<file path="src/rtl/ksa_serial_adder.sv">
// ksa_serial_adder
//   Multi-cycle WIDTH-bit adder built around one 4-bit Kogge-Stone slice (KSA).
//   Operands are accepted over a valid/ready handshake and added one nibble per
//   cycle, LSB nibble first. The slice carry is chained through a register. The
//   result is returned over a second valid/ready handshake.
//
// Ports
//   clk, rst_n          : clock, asynchronous active-low reset
//   in_valid / in_ready : operand handshake (in_ready high only in IDLE)
//   a, b, cin           : WIDTH-bit operands and carry-in
//   out_valid/out_ready : result handshake (out_valid high only in DONE)
//   sum, cout           : registered sum and carry-out of the top slice
//   ovf                 : signed overflow, only with KSA_SERIAL_OVF_EN defined
//
// Build option: define KSA_SERIAL_OVF_EN to add the ovf output.
module ksa_serial_adder #(
    parameter int WIDTH = 16
) (
    input  logic             clk,
    input  logic             rst_n,
    input  logic             in_valid,
    output logic             in_ready,
    input  logic [WIDTH-1:0] a,
    input  logic [WIDTH-1:0] b,
    input  logic             cin,
    output logic             out_valid,
    input  logic             out_ready,
    output logic [WIDTH-1:0] sum,
`ifdef KSA_SERIAL_OVF_EN
    output logic             ovf,
`endif
    output logic             cout
);
    localparam int N  = WIDTH / 4;
    localparam int IW = (N > 1) ? $clog2(N) : 1;
    localparam logic [IW-1:0] LAST = IW'(N - 1);

    typedef enum logic [1:0] {IDLE, RUN, DONE} state_t;

    state_t          state, state_nxt;
    logic [WIDTH-1:0] a_reg, b_reg, sum_reg;
    logic            carry, cout_reg;
    logic [IW-1:0]   idx;
    logic            last;
    logic [3:0]      ksa_a, ksa_b;
    logic            ksa_cin;
    logic [4:0]      ksa_s;

    assign last = (idx == LAST);

    // Operand mux: zeros outside RUN so the slice never sees X.
    always_comb begin
        ksa_a   = '0;
        ksa_b   = '0;
        ksa_cin = 1'b0;
        if (state == RUN) begin
            ksa_a   = a_reg[{idx, 2'b00} +: 4];
            ksa_b   = b_reg[{idx, 2'b00} +: 4];
            ksa_cin = carry;
        end
    end

    KSA u_ksa (
        .A   (ksa_a),
        .B   (ksa_b),
        .Cin (ksa_cin),
        .S   (ksa_s)
    );

    always_comb begin
        state_nxt = state;
        case (state)
            IDLE:    if (in_valid)  state_nxt = RUN;
            RUN:     if (last)      state_nxt = DONE;
            DONE:    if (out_ready) state_nxt = IDLE;
            default:                state_nxt = IDLE;
        endcase
    end

    assign in_ready  = (state == IDLE);
    assign out_valid = (state == DONE);

    always_ff @(posedge clk or negedge rst_n) begin
        if (!rst_n) begin
            state    <= IDLE;
            a_reg    <= '0;
            b_reg    <= '0;
            sum_reg  <= '0;
            carry    <= 1'b0;
            cout_reg <= 1'b0;
            idx      <= '0;
        end else begin
            state <= state_nxt;
            if (state == IDLE && in_valid) begin
                a_reg <= a;
                b_reg <= b;
                carry <= cin;
                idx   <= '0;
            end else if (state == RUN) begin
                sum_reg[{idx, 2'b00} +: 4] <= ksa_s[3:0];
                carry <= ksa_s[4];
                if (last) cout_reg <= ksa_s[4];
                else      idx      <= idx + 1'b1;
            end
        end
    end

    assign sum  = sum_reg;
    assign cout = cout_reg;

`ifdef KSA_SERIAL_OVF_EN
    logic ovf_reg;
    // Carry into the MSB is recovered from the MSB sum bit; overflow is that
    // carry differing from the carry out of the MSB.
    always_ff @(posedge clk or negedge rst_n) begin
        if (!rst_n)
            ovf_reg <= 1'b0;
        else if (state == RUN && last)
            ovf_reg <= (a_reg[WIDTH-1] ^ b_reg[WIDTH-1] ^ ksa_s[3]) ^ ksa_s[4];
    end
    assign ovf = ovf_reg;
`endif
endmodule

// 4-bit Kogge-Stone adder slice. S[4] is the carry out.
module KSA (
    input  logic [3:0] A,
    input  logic [3:0] B,
    input  logic       Cin,
    output logic [4:0] S
);
    logic [3:0] g, p, g1, p1, g2;
    logic [4:0] c;

    always_comb begin
        p = A ^ B;
        g = A & B;
        // Fold carry-in into bit 0 generate so the prefix tree needs no extra level.
        g[0] = g[0] | (p[0] & Cin);
        g1 = g;
        p1 = p;
        for (int i = 1; i < 4; i++) begin
            g1[i] = g[i] | (p[i] & g[i-1]);
            p1[i] = p[i] & p[i-1];
        end
        g2 = g1;
        for (int i = 2; i < 4; i++)
            g2[i] = g1[i] | (p1[i] & g1[i-2]);
        c[0] = Cin;
        for (int i = 0; i < 4; i++)
            c[i+1] = g2[i];
        S[3:0] = p ^ c[3:0];
        S[4]   = c[4];
    end
endmodule

</file>
<file path="config.mk">
export PLATFORM = sky130hd
export DESIGN_NAME = ksa_serial_adder
export DESIGN_NICKNAME = d
export VERILOG_FILES = /design/src/rtl/ksa_serial_adder.sv
export SDC_FILE = /design/constraint.sdc
export NUM_CORES = 1
export LEC_CHECK = 0
export CAP_MARGIN = 30
export CORE_MARGIN = 2
export CORE_UTILIZATION = 30
export DETAILED_ROUTE_END_ITERATION = 12
export HOLD_SLACK_MARGIN = 0.15
export SLEW_MARGIN = 0
export SYNTH_ARGS = -nofsm -noshare
export SYNTH_HDL_FRONTEND = slang
export SYNTH_SLANG_ARGS = --single-unit
</file>
<file path="constraint.sdc">
create_clock -name clk -period 3.01 [get_ports clk]
set_input_delay 0.4515 -clock clk [delete_from_list [all_inputs] [get_ports clk]]
set_output_delay 0.4515 -clock clk [all_outputs]
set_load 0.02 [all_outputs]
</file>
==> impl_metrics.json <==
{
  "status": "finished clean",
  "clockRootBuffer": "clkbuf_8",
  "syn_nets": 239,
  "path_cells": "mux4_2, and2_1, fa_1, fa_1, a21o_1, a21oi_1, o221ai_1",
  "worstSetupPathType": "flip-flop to flip-flop",
  "wl_per_cell_um": 14.67,
  "cts-buffers-inserted": 5,
  "final_util_pct": 39.31,
  "synth_mux_area_share_pct": 20.62,
  "regToRegSetupSlack_ps": 310,
  "yosysSeqAreaShare_pct": 51.55,
  "cts_tree": "done",
  "insertion_delay_ps": 300,
  "slowest_delay_ps": 520,
  "ys.flop_type": "dfrtp_1",
  "critPathLaunchType": "flip-flop",
  "min_path_type": "input port to async pin",
  "synthAdderAreaFrac_pct": 5.823,
  "synth_edf_count": 0,
  "track_usage_pct": 11.69,
  "final_cells": 358,
  "gp_congestion": 0.7550,
  "syn-cell-area_sq_um": 2621,
  "port_buffers": 55,
  "final_nets": 297,
  "yosysTopAreaCell": "dfrtp_1",
  "post-route-min-period_ps": 2698,
  "die_w_um": 97.48,
  "finalSetupViolations": 0,
  "synthSimpleGateAreaFrac_pct": 10.69,
  "r2r-end": "carry",
  "cts_sinks": 54,
  "grt_pass1_vias": 1788,
  "slew_violations": 0,
  "async_flop_share_pct": 100.0,
  "post_cts_resized": 0,
  "seqPwrFrac_pct": 35.0,
  "max_freq_mhz": 370.6,
  "finalClockSkew_ps": 10.99,
  "cpMostUsedCell": "fa_1",
  "setup_tns_ps": 0,
  "hold_violations": 0,
  "vias": 1682,
  "drive_gt1_share_pct": 23.20,
  "power.density_nw_per_um2": 1059,
  "cp_top_family": "adder cells",
  "num_rows": 34,
  "synth_compound_area_share_pct": 7.208,
  "yosysMostFrequentCell": "dfrtp_1",
  "ys_ff_latch": 54,
  "syn_to_final_growth_pct": 28.88,
  "rsz0062_at_grt": "no",
  "place_ws_ps": 308.1,
  "synth_area_per_cell_sq_um": 13.72,
  "finalWirelength_um": 5251,
  "swShare_pct": 37.11,
  "whs_ps": 256.8,
  "ys_top_cells_by_count": "dfrtp_1 (54), mux2_2 (32), nand2_1 (11)",
  "tightest_slew_ps": 678.1,
  "setup_slack_ps": 311.6,
  "irDropWorstVdd_uv": 359.3,
  "antenna_found_initial": 0,
  "drc": 0,
  "slew_headroom_pct": 54.79,
  "cp.required_ps": 3170,
  "fin_area_sq_um": 3378,
  "synth-xor-area-share_pct": 0.6683,
  "synth.distinct_cells": 33,
  "h-tree-depth": 2,
  "synth_cells": 191,
  "clockPowerShare_pct": 13.4,
  "cp_slowest_cell": "mux4_2",
  "p_sw_mw": 1.327,
  "grt_first_pass_wirelength_um": 8983,
  "cts_buffer_depth": 2,
  "via_per_inst": 4.698,
  "path_clk_slew_ps": 100,
  "fill_cells": 857,
  "drt_iter0_markers": 86,
  "p_int_mw": 2.250,
  "ioPinCount": 56,
  "arrival_ps": 2860,
  "grt_max_degree": 55,
  "die_h_um": 97.48,
  "cts_hold_buf": 0,
  "netlist.area_leader.share_pct": 51.55,
  "leakagePower_nw": 1.420,
  "yosysWarningCount": 0,
  "synth_top_family_by_area": "multiplexers",
  "path_buf_inv": 0,
  "gr-total-overflow": 0,
  "critical_path.endpoint_type": "flip-flop",
  "ys_top_cells_by_area": "dfrtp_1 (52%), mux2_2 (14%), mux4_2 (6.9%)",
  "post_cts_buffers": 0,
  "first_pass_iters": 4,
  "r2r_cells": 7,
  "power_mw": 3.577,
  "coreArea_sq_um": 8593,
  "place_area_sq_um": 3269,
  "placed_cells": 350,
  "start_util_pct": 30.50,
  "r2r-start": "idx[0]",
  "diodes": 0,
  "comb_power_share_pct": 51.6,
  "dp.final_hpwl_um": 3940,
  "final_antenna_net_count": 0,
  "path_max_fanout": 4,
  "fin_crit_sh_pct": 89.65,
  "dieArea_sq_um": 9501,
  "max-cap-violations": 0
}
power by group through the flow:
| stage | combinational [mW] | sequential (mW) | clock, mW |
|---|---|---|---|
| after floorplan | 1.29 | 1.28 | 0 |
| final | 1.85 | 1.25 | 0.480 |
| after detailed placement | 1.87 | 1.28 | 0 |
| after global routing | 2.05 | 1.30 | 0.516 |
| after global placement | 1.83 | 1.27 | 0 |
| after CTS | 1.88 | 1.26 | 0.497 |
per-layer routing:
metal  wire length (um)  share of wire (%)  global-route usage (%)  vias up
met4                 40               0.76                   2.564        0
li1                   -                  -                       -      803
met2               2523                 48                   19.26       41
met3                241                4.6                   3.022        4
met1               2446                 47                   15.63      834
met5                  0                  0                       0        -
layout make-up:
| type | count | area [sq um] | share of cell area [%] |
|---|---|---|---|
| Timing Repair Buffer | 60 | 583.1 | 17.26 |
| Tap cell | 108 | 135.1 | 4.000 |
| Inverter | 4 | 15.01 | 0.4444 |
| Clock inverter | 3 | 40.04 | 1.185 |
| Sequential cell | 54 | 1351 | 40.00 |
| Multi-Input combinational cell | 124 | 1185 | 35.07 |
| Clock buffer | 5 | 68.82 | 2.037 |
cells by family (layout without fill, tap and decap cells):
family | after synthesis | count (layout)
compound gates | 26 | 26
xor+xnor | 2 | 2
fa+ha+maj | 11 | 11
buf+inv | 13 | 72
flops | 54 | 54
mux | 40 | 40
simple gates | 45 | 45
cells in the final DEF, fill, tap and decap left out, types with 2 or more instances in the layout:
| cell | netlist | layout |
|---|---|---|
| ha_1 | 9 | 9 |
| buf_4 | 3 | 5 |
| nand3b_4 | 2 | 2 |
| and2_1 | 9 | 9 |
| o21ai_0 | 3 | 3 |
| nand2b_1 | 2 | 2 |
| nand2_1 | 11 | 11 |
| clkdlybuf4s50_1 | 0 | 54 |
| or3_1 | 2 | 2 |
| o31ai_1 | 6 | 6 |
| nor2b_1 | 2 | 2 |
| xnor2_1 | 2 | 2 |
| nor2_1 | 4 | 4 |
| a21oi_1 | 4 | 4 |
| fa_1 | 2 | 2 |
| clkbuf_8 | 0 | 5 |
| inv_1 | 4 | 4 |
| clkinv_2 | 0 | 2 |
| mux2_2 | 32 | 32 |
| nor3_1 | 2 | 2 |
| mux4_2 | 8 | 8 |
| or3b_1 | 2 | 2 |
| a22o_1 | 9 | 9 |
| nand3b_1 | 2 | 2 |
| or2_0 | 2 | 2 |
| dfrtp_1 | 54 | 54 |
how the worst max path moves through the flow:
stage           start      end  slack, ps  cells past startpoint
4_1_cts        idx[0]   sum[6]        290                      6
6_report       idx[0]    carry        310                      7
3_5_place_dp   idx[0]   sum[6]        310                      6
2_1_floorplan  idx[0]    carry        280                      8
3_3_place_gp   idx[0]   sum[6]        370                      6
5_1_grt        idx[0]  sum[10]        120                      6
No activity file was read; power rests on OpenSTA's default activity.
